## src/rtl/fifo_wm_pkg.sv

```systemverilog
// Shared constants, types and helpers for the watermark FIFO.
package fifo_pkg;

  localparam int unsigned FIFO_MIN_DEPTH = 2;
  localparam int unsigned FIFO_DEF_DEPTH = 8;

  // Occupancy needs one more bit than the pointer so that "full" is representable.
  function automatic int unsigned fifo_cnt_width(input int unsigned depth);
    return $clog2(depth) + 1;
  endfunction

  // Occupancy type for the default depth; instances with other depths size their own.
  typedef logic [fifo_cnt_width(FIFO_DEF_DEPTH)-1:0] fifo_cnt_t;

endpackage

```

## src/rtl/fifo_wm_ptr.sv

```systemverilog
// Wrap-around pointer for arbitrary (non power-of-two) depths.
module fifo_wm_ptr #(
  parameter int unsigned WIDTH = 3,
  parameter int unsigned MAX   = 4
) (
  input  logic             clk_i,
  input  logic             rst_i,
  input  logic             clr_i,
  input  logic             inc_i,
  output logic [WIDTH-1:0] ptr_o
);

  logic [WIDTH-1:0] ptr_q;

  // Clear wins over increment; wrap explicitly at MAX rather than by overflow.
  always_ff @(posedge clk_i or posedge rst_i) begin
    if (rst_i)
      ptr_q <= '0;
    else if (clr_i)
      ptr_q <= '0;
    else if (inc_i)
      ptr_q <= (ptr_q == WIDTH'(MAX)) ? '0 : ptr_q + 1'b1;
  end

  assign ptr_o = ptr_q;

endmodule

```

## src/rtl/fifo_wm.sv

```systemverilog
// Single-clock FIFO with runtime watermarks, sticky error flags and optional fall-through.
module fifo_wm
  import fifo_pkg::*;
#(
  parameter int unsigned DATA_WIDTH       = 32,
  parameter int unsigned BUFFER_DEPTH     = 8,
  parameter int unsigned LOG_BUFFER_DEPTH = $clog2(BUFFER_DEPTH),
  parameter bit          FALL_THROUGH     = 1'b0
) (
  input  logic                      clk_i,
  input  logic                      rst_i,
  input  logic                      flush_i,
  input  logic [LOG_BUFFER_DEPTH:0] afull_thr_i,
  input  logic [LOG_BUFFER_DEPTH:0] aempty_thr_i,
  input  logic [DATA_WIDTH-1:0]     dat_i,
  input  logic                      push_i,
  output logic                      full_o,
  output logic                      afull_o,
  output logic                      empty_o,
  output logic                      aempty_o,
  output logic [LOG_BUFFER_DEPTH:0] cnt_o,
  output logic                      ovf_o,
  output logic                      udf_o,
  output logic                      valid_o,
  output logic [DATA_WIDTH-1:0]     dat_o,
  input  logic                      pop_i
);

  localparam int unsigned CNT_W = LOG_BUFFER_DEPTH + 1;

  if (BUFFER_DEPTH < FIFO_MIN_DEPTH) begin : g_depth_chk
    $error("fifo_wm: BUFFER_DEPTH must be at least FIFO_MIN_DEPTH");
  end

  logic [DATA_WIDTH-1:0]       mem [BUFFER_DEPTH];
  logic [LOG_BUFFER_DEPTH-1:0] rd_ptr, wr_ptr;
  logic [CNT_W-1:0]            cnt_q, cnt_d;
  logic                        afull_q, aempty_q, ovf_q, udf_q;
  logic                        push_hs, pop_hs, bypass;

  assign full_o  = (cnt_q == CNT_W'(BUFFER_DEPTH));
  assign empty_o = (cnt_q == '0);
  assign bypass  = FALL_THROUGH & empty_o;
  assign valid_o = ~empty_o | (FALL_THROUGH & push_i);
  assign dat_o   = bypass ? dat_i : mem[rd_ptr];
  assign pop_hs  = pop_i & valid_o & ~flush_i;
  assign push_hs = push_i & (~full_o | (pop_i & valid_o)) & ~flush_i;

  fifo_wm_ptr #(.WIDTH(LOG_BUFFER_DEPTH), .MAX(BUFFER_DEPTH - 1)) u_wr_ptr (
    .clk_i (clk_i),
    .rst_i (rst_i),
    .clr_i (flush_i),
    .inc_i (push_hs),
    .ptr_o (wr_ptr)
  );

  fifo_wm_ptr #(.WIDTH(LOG_BUFFER_DEPTH), .MAX(BUFFER_DEPTH - 1)) u_rd_ptr (
    .clk_i (clk_i),
    .rst_i (rst_i),
    .clr_i (flush_i),
    .inc_i (pop_hs),
    .ptr_o (rd_ptr)
  );

  // Next occupancy: simultaneous push and pop (including a bypass) leave it unchanged.
  always_comb begin
    cnt_d = cnt_q;
    if (flush_i)
      cnt_d = '0;
    else if (push_hs && !pop_hs)
      cnt_d = cnt_q + 1'b1;
    else if (pop_hs && !push_hs)
      cnt_d = cnt_q - 1'b1;
  end

  // Storage array, written on accepted pushes only; intentionally not reset.
  always_ff @(posedge clk_i) begin
    if (push_hs)
      mem[wr_ptr] <= dat_i;
  end

  // Occupancy, registered watermarks (from next count) and sticky error flags.
  always_ff @(posedge clk_i or posedge rst_i) begin
    if (rst_i) begin
      cnt_q    <= '0;
      afull_q  <= 1'b0;
      aempty_q <= 1'b1;
      ovf_q    <= 1'b0;
      udf_q    <= 1'b0;
    end else begin
      cnt_q    <= cnt_d;
      afull_q  <= (afull_thr_i != '0) && (cnt_d >= afull_thr_i);
      aempty_q <= (cnt_d <= aempty_thr_i);
      if (flush_i) begin
        ovf_q <= 1'b0;
        udf_q <= 1'b0;
      end else begin
        ovf_q <= ovf_q | (push_i & ~push_hs);
        udf_q <= udf_q | (pop_i & ~valid_o);
      end
    end
  end

  assign cnt_o    = cnt_q;
  assign afull_o  = afull_q;
  assign aempty_o = aempty_q;
  assign ovf_o    = ovf_q;
  assign udf_o    = udf_q;

endmodule
```

## config.mk

```make
export PLATFORM = sky130hd
export DESIGN_NAME = fifo_wm
export DESIGN_NICKNAME = d
export VERILOG_FILES = /design/src/rtl/fifo_wm_pkg.sv /design/src/rtl/fifo_wm_ptr.sv /design/src/rtl/fifo_wm.sv
export SDC_FILE = /design/constraint.sdc
export NUM_CORES = 1
export LEC_CHECK = 0
export BUFFER_PORTS_ARGS = -buffer_cell sky130_fd_sc_hd__buf_2
export CAP_MARGIN = 5
export CORE_MARGIN = 1
export CORE_UTILIZATION = 54
export DETAILED_ROUTE_END_ITERATION = 6
export GPL_ROUTABILITY_DRIVEN = 0
export PLACE_DENSITY = 0.76
export SETUP_SLACK_MARGIN = 0.05
export SLEW_MARGIN = 20
export SYNTH_ARGS = -nofsm -noshare
export SYNTH_HDL_FRONTEND = slang
export SYNTH_SLANG_ARGS = --single-unit
```

## constraint.sdc

```tcl
create_clock -name clk_i -period 3.8 [get_ports clk_i]
set_input_delay 0.19 -clock clk_i [delete_from_list [all_inputs] [get_ports clk_i]]
set_output_delay 0.19 -clock clk_i [all_outputs]
set_load 0.03 [all_outputs]
```

==> metrics.cfg, run 1 <==
[floorplanning]
coreArea_um2=19000
die_height_um=142
floorplan.initialDensity=0.560
die-width_um=142
num_rows=50
die_area_um2=20300
boundaryPins=88

[logic_synthesis]
synth-seq-area-share=0.755
synth_cell_types=44
primary_ff_master_synth=edfxtp_1
synth_top_area_share=0.722
synth.yosys.warnings=0
synth.largest_area_cell=edfxtp_1
post_synth_instance_area_um2=10600
synth.area.top_cells=edfxtp_1 72%, mux4_2 13%, mux2_2 3.4%
average_size_of_a_mapped_cell_um2=22.1
synth_edf_count=256
mappedNetlistNets=540
synth_seq_cells=270
async_set_reset_flop_share_out_of_synthesis=0.0519
syn-instance-count=481

[clock_tree]
tritoncts_num_sinks=270
cts_resized=0
post-cts-setup-buffers=0
htree_levels=1
cts.reportedPaths.clkPinSlew_ns=0.06
tritoncts=built
clock_tree.buffer_depth=3
clk_root_buf=clkbuf_16
cts_buffers=26
clock_latency_ns=0.51

[global_route]
antenna_violations_before_repair=0
grtUsageTotal=0.205
grt_pass1_vias=5486
grt_max_degree=50
globalRouteOverflowTotal=0
grt_pass1_wl_um=30700

[drt]
drt_drc_violations_left=0
drtAntennaViolNets=0
detail_route.wl_per_cell_um=22.2
drt_iter0_drc=350
dr.pass1.iters=5
route.final.wire_length_um=19900
highest_layer=met4
routedLengthMet1_um=8470
wl_met2_um=10100
wire_length_on_met3_um=1000
avgViaCountPerCell=5.76
via_count=5166

[final_layout]
design.final.nets=681
antenna-diode-count=0
fillerInstances=1241
multi_input_gate_area_in_the_final_layout_um2=2520
layout.core_utilization=0.659
layout-drive-gt1-share=0.372
synthToLayoutAreaGrowth_pct=17.8
register_area_um2=8050

[worst_setup_path]
worst_setup_path_start_kind=register
timing.critical_path.cells=buf_4, mux4_2, mux2_2, buf_2
worst-endpoint-required_ns=3.61
worst-r2r-cell-count=12
cp_slowest_stage_delay_ns=1.05
timing.reg2reg.setup_slack_ns=0.78
critical_path.slowest_cell=dfrtp_4
worstPathArrival_ns=2.98
setup.worst_path.class=register to primary output
endpoint_of_the_worst_register_to_register_path=aempty_o$_DFF_PP1_
worstReg2RegStart=cnt_o[0]$_DFF_PP0_
endpoint_kind=primary output
crit_path_max_fanout=49

[timing]
finalSetupViolations=0
final.min_clock_period_ns=3.17
hold_viol=0
worst_slack_ns=0.633
timing_max_transition_violations_final=0
max_slew.worst_pin.slew_ns=1.03
relSlewSlack=0.316
final_min_period_over_clock_period=0.833
skew_ns=0.00822
setup-tns-final_ns=0
maximum_clock_frequency_ghz=0.316
rsz_0062_raised_after_global_routing=false

[worst_hold_path]
hold_depth=3
worst_hold_path_type=input pin to register
min_delay_worst_endpoint=u_rd_ptr.ptr_o[1]$_DFFE_PP0P_
worstHoldStart=pop_i

[power]
p_per_area_nw_per_um2=520
p_leak_nw=4.20
worst_ir_drop_vdd_mv=0.350

[job]
total_of_max_cap_violations=0

[status]
status=complete, no violations

[place]
pre_cts_ws_ns=0.797
port_buffers=87
dp_hpwl_um=11000

cell families after synthesis:
| group | Yosys count | share of synthesized area |
|---|---|---|
| and+or+nand+nor | 50 | 0.0269 |
| muxes | 99 | 0.174 |
| buffers and inverters | 29 | 0.0143 |
| AOI/OAI and AO/OA | 19 | 0.0135 |
| adders and majority gates | 14 | 0.0165 |
| DFF | 270 | 0.755 |
critical path, delay by kind of cell (launching register included):
kind / cells / cell delay [ns]
buffers and inverters: 2 / 0.57
DFF: 1 / 1.05
muxes: 2 / 0.83
metal layers:
metal / global-route usage / vias up
li1: - / 2282
met1: 0.273 / 2702
met2: 0.354 / 144
met3: 0.0353 / 38
met4: 0.0504 / 0
met5: 0 / -
power by group:
| group | total, mW | internal (mW) | switching [mW] |
|---|---|---|---|
| clock | 2.26 | 1.28 | 0.981 |
| sequential | 3.40 | 3.32 | 0.0897 |
| combinational | 0.862 | 0.400 | 0.462 |
cell usage after synthesis (all sizes together) (2+ instances only):
| library cell | instances |
|---|---|
| mux2 | 32 |
| nor2 | 14 |
| ha | 14 |
| a211oi | 2 |
| buf | 11 |
| o21a | 3 |
| nand2b | 7 |
| or3 | 3 |
| clkbuf | 8 |
| nor4 | 2 |
| mux4 | 64 |
| nand2 | 7 |
| nor3 | 5 |
| edfxtp | 256 |
| inv | 10 |
| or3b | 2 |
| mux2i | 3 |
| nor2b | 2 |
| a21oi | 6 |
| dfrtp | 13 |
worst max path at each step:
stage / to / start / cells past startpoint
after floorplan: mem[4][0]$_DFFE_PP_ / cnt_o[0]$_DFF_PP0_ / 5
after global placement: aempty_o$_DFF_PP1_ / cnt_o[0]$_DFF_PP0_ / 12
after detailed placement: aempty_o$_DFF_PP1_ / cnt_o[0]$_DFF_PP0_ / 12
after CTS: dat_o[8] / u_rd_ptr.ptr_o[0]$_DFFE_PP0P_ / 4
after global routing: dat_o[8] / u_rd_ptr.ptr_o[0]$_DFFE_PP0P_ / 4
final: dat_o[8] / u_rd_ptr.ptr_o[0]$_DFFE_PP0P_ / 4
cell usage in the layout (no fill, tap or decap), types with 2 or more instances in the layout:
cell | Yosys | routed
inv_1 | 9 | 9
o21a_1 | 3 | 3
clkbuf_1 | 8 | 5
dfrtp_2 | 0 | 2
a21oi_1 | 6 | 6
clkbuf_16 | 0 | 27
nor3_1 | 5 | 3
nor2_4 | 0 | 6
edfxtp_1 | 256 | 256
mux4_1 | 4 | 4
dlygate4sd3_1 | 0 | 34
nor4_1 | 2 | 2
buf_4 | 0 | 10
mux4_2 | 60 | 60
or3_1 | 3 | 3
nand2_1 | 7 | 7
clkinv_1 | 0 | 9
ha_1 | 14 | 14
nor3_4 | 0 | 2
dfrtp_1 | 13 | 10
mux2_2 | 32 | 32
clkinv_2 | 0 | 2
nor2b_1 | 2 | 2
nor2_1 | 14 | 8
nand2b_1 | 6 | 6
buf_2 | 5 | 87
mux2i_1 | 3 | 3
repair_timing:
| item | in CTS | in global routing |
|---|---|---|
| hold buffers | 34 | 0 |
| endpoints found under the hold margin | 270 | 0 |
| setup endpoints to repair | 0 | 0 |
area by class of cell:
type                            count  share of cell area
Timing Repair Buffer              132              0.0695
Clock buffer                       32              0.0554
Sequential cell                   270               0.642
Clock inverter                     11             0.00349
Multi-Input combinational cell    182               0.201
Inverter                           10             0.00299
Tap cell                          260              0.0259
registers in the layout, indices dropped and copies added, names as in the netlist:
register,count
aempty_o,1
udf_o,1
u_wr_ptr.ptr_o,3
u_rd_ptr.ptr_o,3
ovf_o,1
afull_o,1
mem,256
cnt_o,4
through the flow:
stage                     instance area (um^2)  std cells  hold slack [ns]  power (mW)
after floorplan                          10700        481           0.0785        4.07
after global placement                   11500        820            0.258        4.28
after detailed placement                 11500        820            0.286        4.31
after CTS                                12500        897         0.000103        6.58
after global routing                     12500        897           0.0278        6.76
final                                    12500        897           0.0207        6.52
Power figures use the tool's default switching activity.
==> run 2: changes to the inputs <==
Settings changed: CORE_UTILIZATION 54 to 59, PLACE_DENSITY 0.76 to 0.79.
Clock period 3.8 ns to 3 ns, I/O delays scaled along.
==> metrics.cfg, run 2 (synthesis results as in run 1) <==
[worst_hold_path]
min_delay_worst_endpoint=aempty_o$_DFF_PP1_
worstHoldStart=aempty_thr_i[0]
hold_depth=4  ; +1
worst_hold_path_type=input pin to register

[final_layout]
antenna-diode-count=0  ; unchanged
design.final.nets=699  ; +2.6%
top_register_by_number_of_flip_flops=mem
final_cell_mix=256 x edfxtp_1, 87 x buf_2, 60 x mux4_2
largest_register_ff_count=256  ; unchanged
mostFrequentLayoutCell=edfxtp_1
layout-drive-gt1-share=0.401  ; +0.0289
synthToLayoutAreaGrowth_pct=21.1

[global_route]
grt_max_degree=35  ; -30%
grtUsageTotal=0.236  ; +0.0308
grt_pass1_vias=5583  ; +1.8%
grt_pass1_wl_um=31700  ; +3.2%
antenna_violations_before_repair=0  ; unchanged
globalRouteOverflowTotal=0  ; unchanged

[timing]
final.min_clock_period_ns=2.82
maximum_clock_frequency_ghz=0.355
finalSetupViolations=0  ; unchanged
skew_ns=0.00701  ; -0.00121 ns
max_slew.worst_pin.slew_ns=1.03  ; +0.000948 ns
final_min_period_over_clock_period=0.940
relSlewSlack=0.315  ; -0.000631
setup-tns-final_ns=0  ; unchanged
rsz_0062_raised_after_global_routing=true
hold_viol=0  ; unchanged
timing_max_transition_violations_final=0  ; unchanged

[place]
port_buffers=87  ; unchanged
dp_hpwl_um=11800  ; +6.7%

[worst_setup_path]
worst_setup_path_start_kind=register
timing.reg2reg.setup_slack_ns=0.18  ; -0.60 ns
worstPathArrival_ns=3.23  ; +0.25 ns
endpoint_of_the_worst_register_to_register_path=afull_o$_DFF_PP0_
worst-endpoint-required_ns=3.41  ; -0.20 ns
setup.worst_path.class=register to register
worst-r2r-cell-count=12  ; unchanged
crit_path_max_fanout=6  ; -88%
endpoint_kind=register
worstReg2RegStart=cnt_o[0]$_DFF_PP0_

[floorplanning]
boundaryPins=88  ; unchanged
num_rows=48  ; -4.0%
floorplan.initialDensity=0.609  ; +0.0494
die_height_um=136  ; -4.3%
coreArea_um2=17500  ; -8.1%
die_area_um2=18600  ; -8.4%
die-width_um=136  ; -4.3%

[drt]
avgViaCountPerCell=5.95  ; +3.4%
drt_iter0_drc=422  ; +21%
detail_route.wl_per_cell_um=23.7  ; +6.8%
drt_drc_violations_left=0  ; unchanged
route.final.wire_length_um=21000  ; +5.5%
drtAntennaViolNets=0  ; unchanged
dr.pass1.iters=4  ; -1
via_count=5275  ; +2.1%

[power]
p_leak_nw=4.39  ; +4.5%
p_per_area_nw_per_um2=687  ; +32%
totalPowerFinal_mw=8.85  ; +36%
worst_ir_drop_vdd_mv=0.564  ; +61%

[clock_tree]
clock_latency_ns=0.53  ; +0.02 ns
tritoncts=built
clk_root_buf=clkbuf_16
htree_levels=1  ; unchanged
clock_tree.buffer_depth=3  ; unchanged
cts_buffers=27  ; +3.8%
cts.reportedPaths.clkPinSlew_ns=0.06  ; about the same
tritoncts_num_sinks=270  ; unchanged

[job]
total_of_max_cap_violations=0  ; unchanged

[status]
status=complete, no violations

-- run 2: worst max-delay path, stage by stage, from the launching register on --
cell and delay (ns):
dfrtp_2 0.43, inv_1 0.11, ha_1 0.26, or3b_4 0.43, inv_2 0.10, nor3b_4 0.07
nor4_1 0.30, nor2_1 0.12, ha_1 0.28, nand2b_1 0.14, a21o_1 0.18, a211oi_1 0.23
nor3_1 0.08
-- run 2: timing repair --
| item | CTS | global route |
|---|---|---|
| endpoints found under the hold margin | 279 | 0 |
| hold buffers | 41 | 0 |
| setup buffers | 0 | 1 |
| setup endpoints to repair | 0 | 8 |
| resized for setup | 0 | 2 |
-- run 2: power breakdown --
group          internal (mW)  leakage [nW]  total [mW]  switching (mW)
clock                   2.00         0.441        3.39            1.39
sequential              4.20          2.49        4.28          0.0762
combinational          0.544          1.46        1.19           0.643
-- run 2: worst max-delay path by stage --
stage / from / end / cells past startpoint
after floorplan: cnt_o[0]$_DFF_PP0_ / mem[1][0]$_DFFE_PP_ / 5
after global routing: cnt_o[0]$_DFF_PP0_ / afull_o$_DFF_PP0_ / 12
final: cnt_o[0]$_DFF_PP0_ / afull_o$_DFF_PP0_ / 12
after global placement: cnt_o[0]$_DFF_PP0_ / aempty_o$_DFF_PP1_ / 12
after detailed placement: cnt_o[0]$_DFF_PP0_ / aempty_o$_DFF_PP1_ / 12
after CTS: cnt_o[0]$_DFF_PP0_ / aempty_o$_DFF_PP1_ / 12
-- run 2: layout make-up --
| cell class | instances | area, um^2 |
|---|---|---|
| flip-flops and latches | 270 | 8050 |
| fillers | 984 | 4590 |
| multi-input cells | 182 | 2540 |
| repair buffers | 149 | 1080 |
| clock buffers | 28 | 679 |
| well taps | 225 | 282 |
| clock inverters | 22 | 228 |
| inverters | 10 | 37.5 |
-- run 2: layer usage --
layer,GRT usage,vias up,wire length [um]
li1,-,2321,-
met1,0.302,2736,8280
met2,0.418,172,11000
met3,0.0391,46,1310
met4,0.0642,0,456
met5,0,-,0
-- run 2: metrics by stage --
stage               utilization  instance area [um^2]  hold WS (ns)  setup slack, ns  instances
finish                    0.738                 12900        0.0267            0.181        886
global placement          0.660                 11500         0.216            0.228        794
global route              0.738                 12900        0.0634           0.0425        886
detailed placement        0.660                 11500         0.224           0.0998        794
floorplan                     -                 10700        0.0384           -0.266        481
CTS                       0.735                 12900        0.0228           0.0611        885
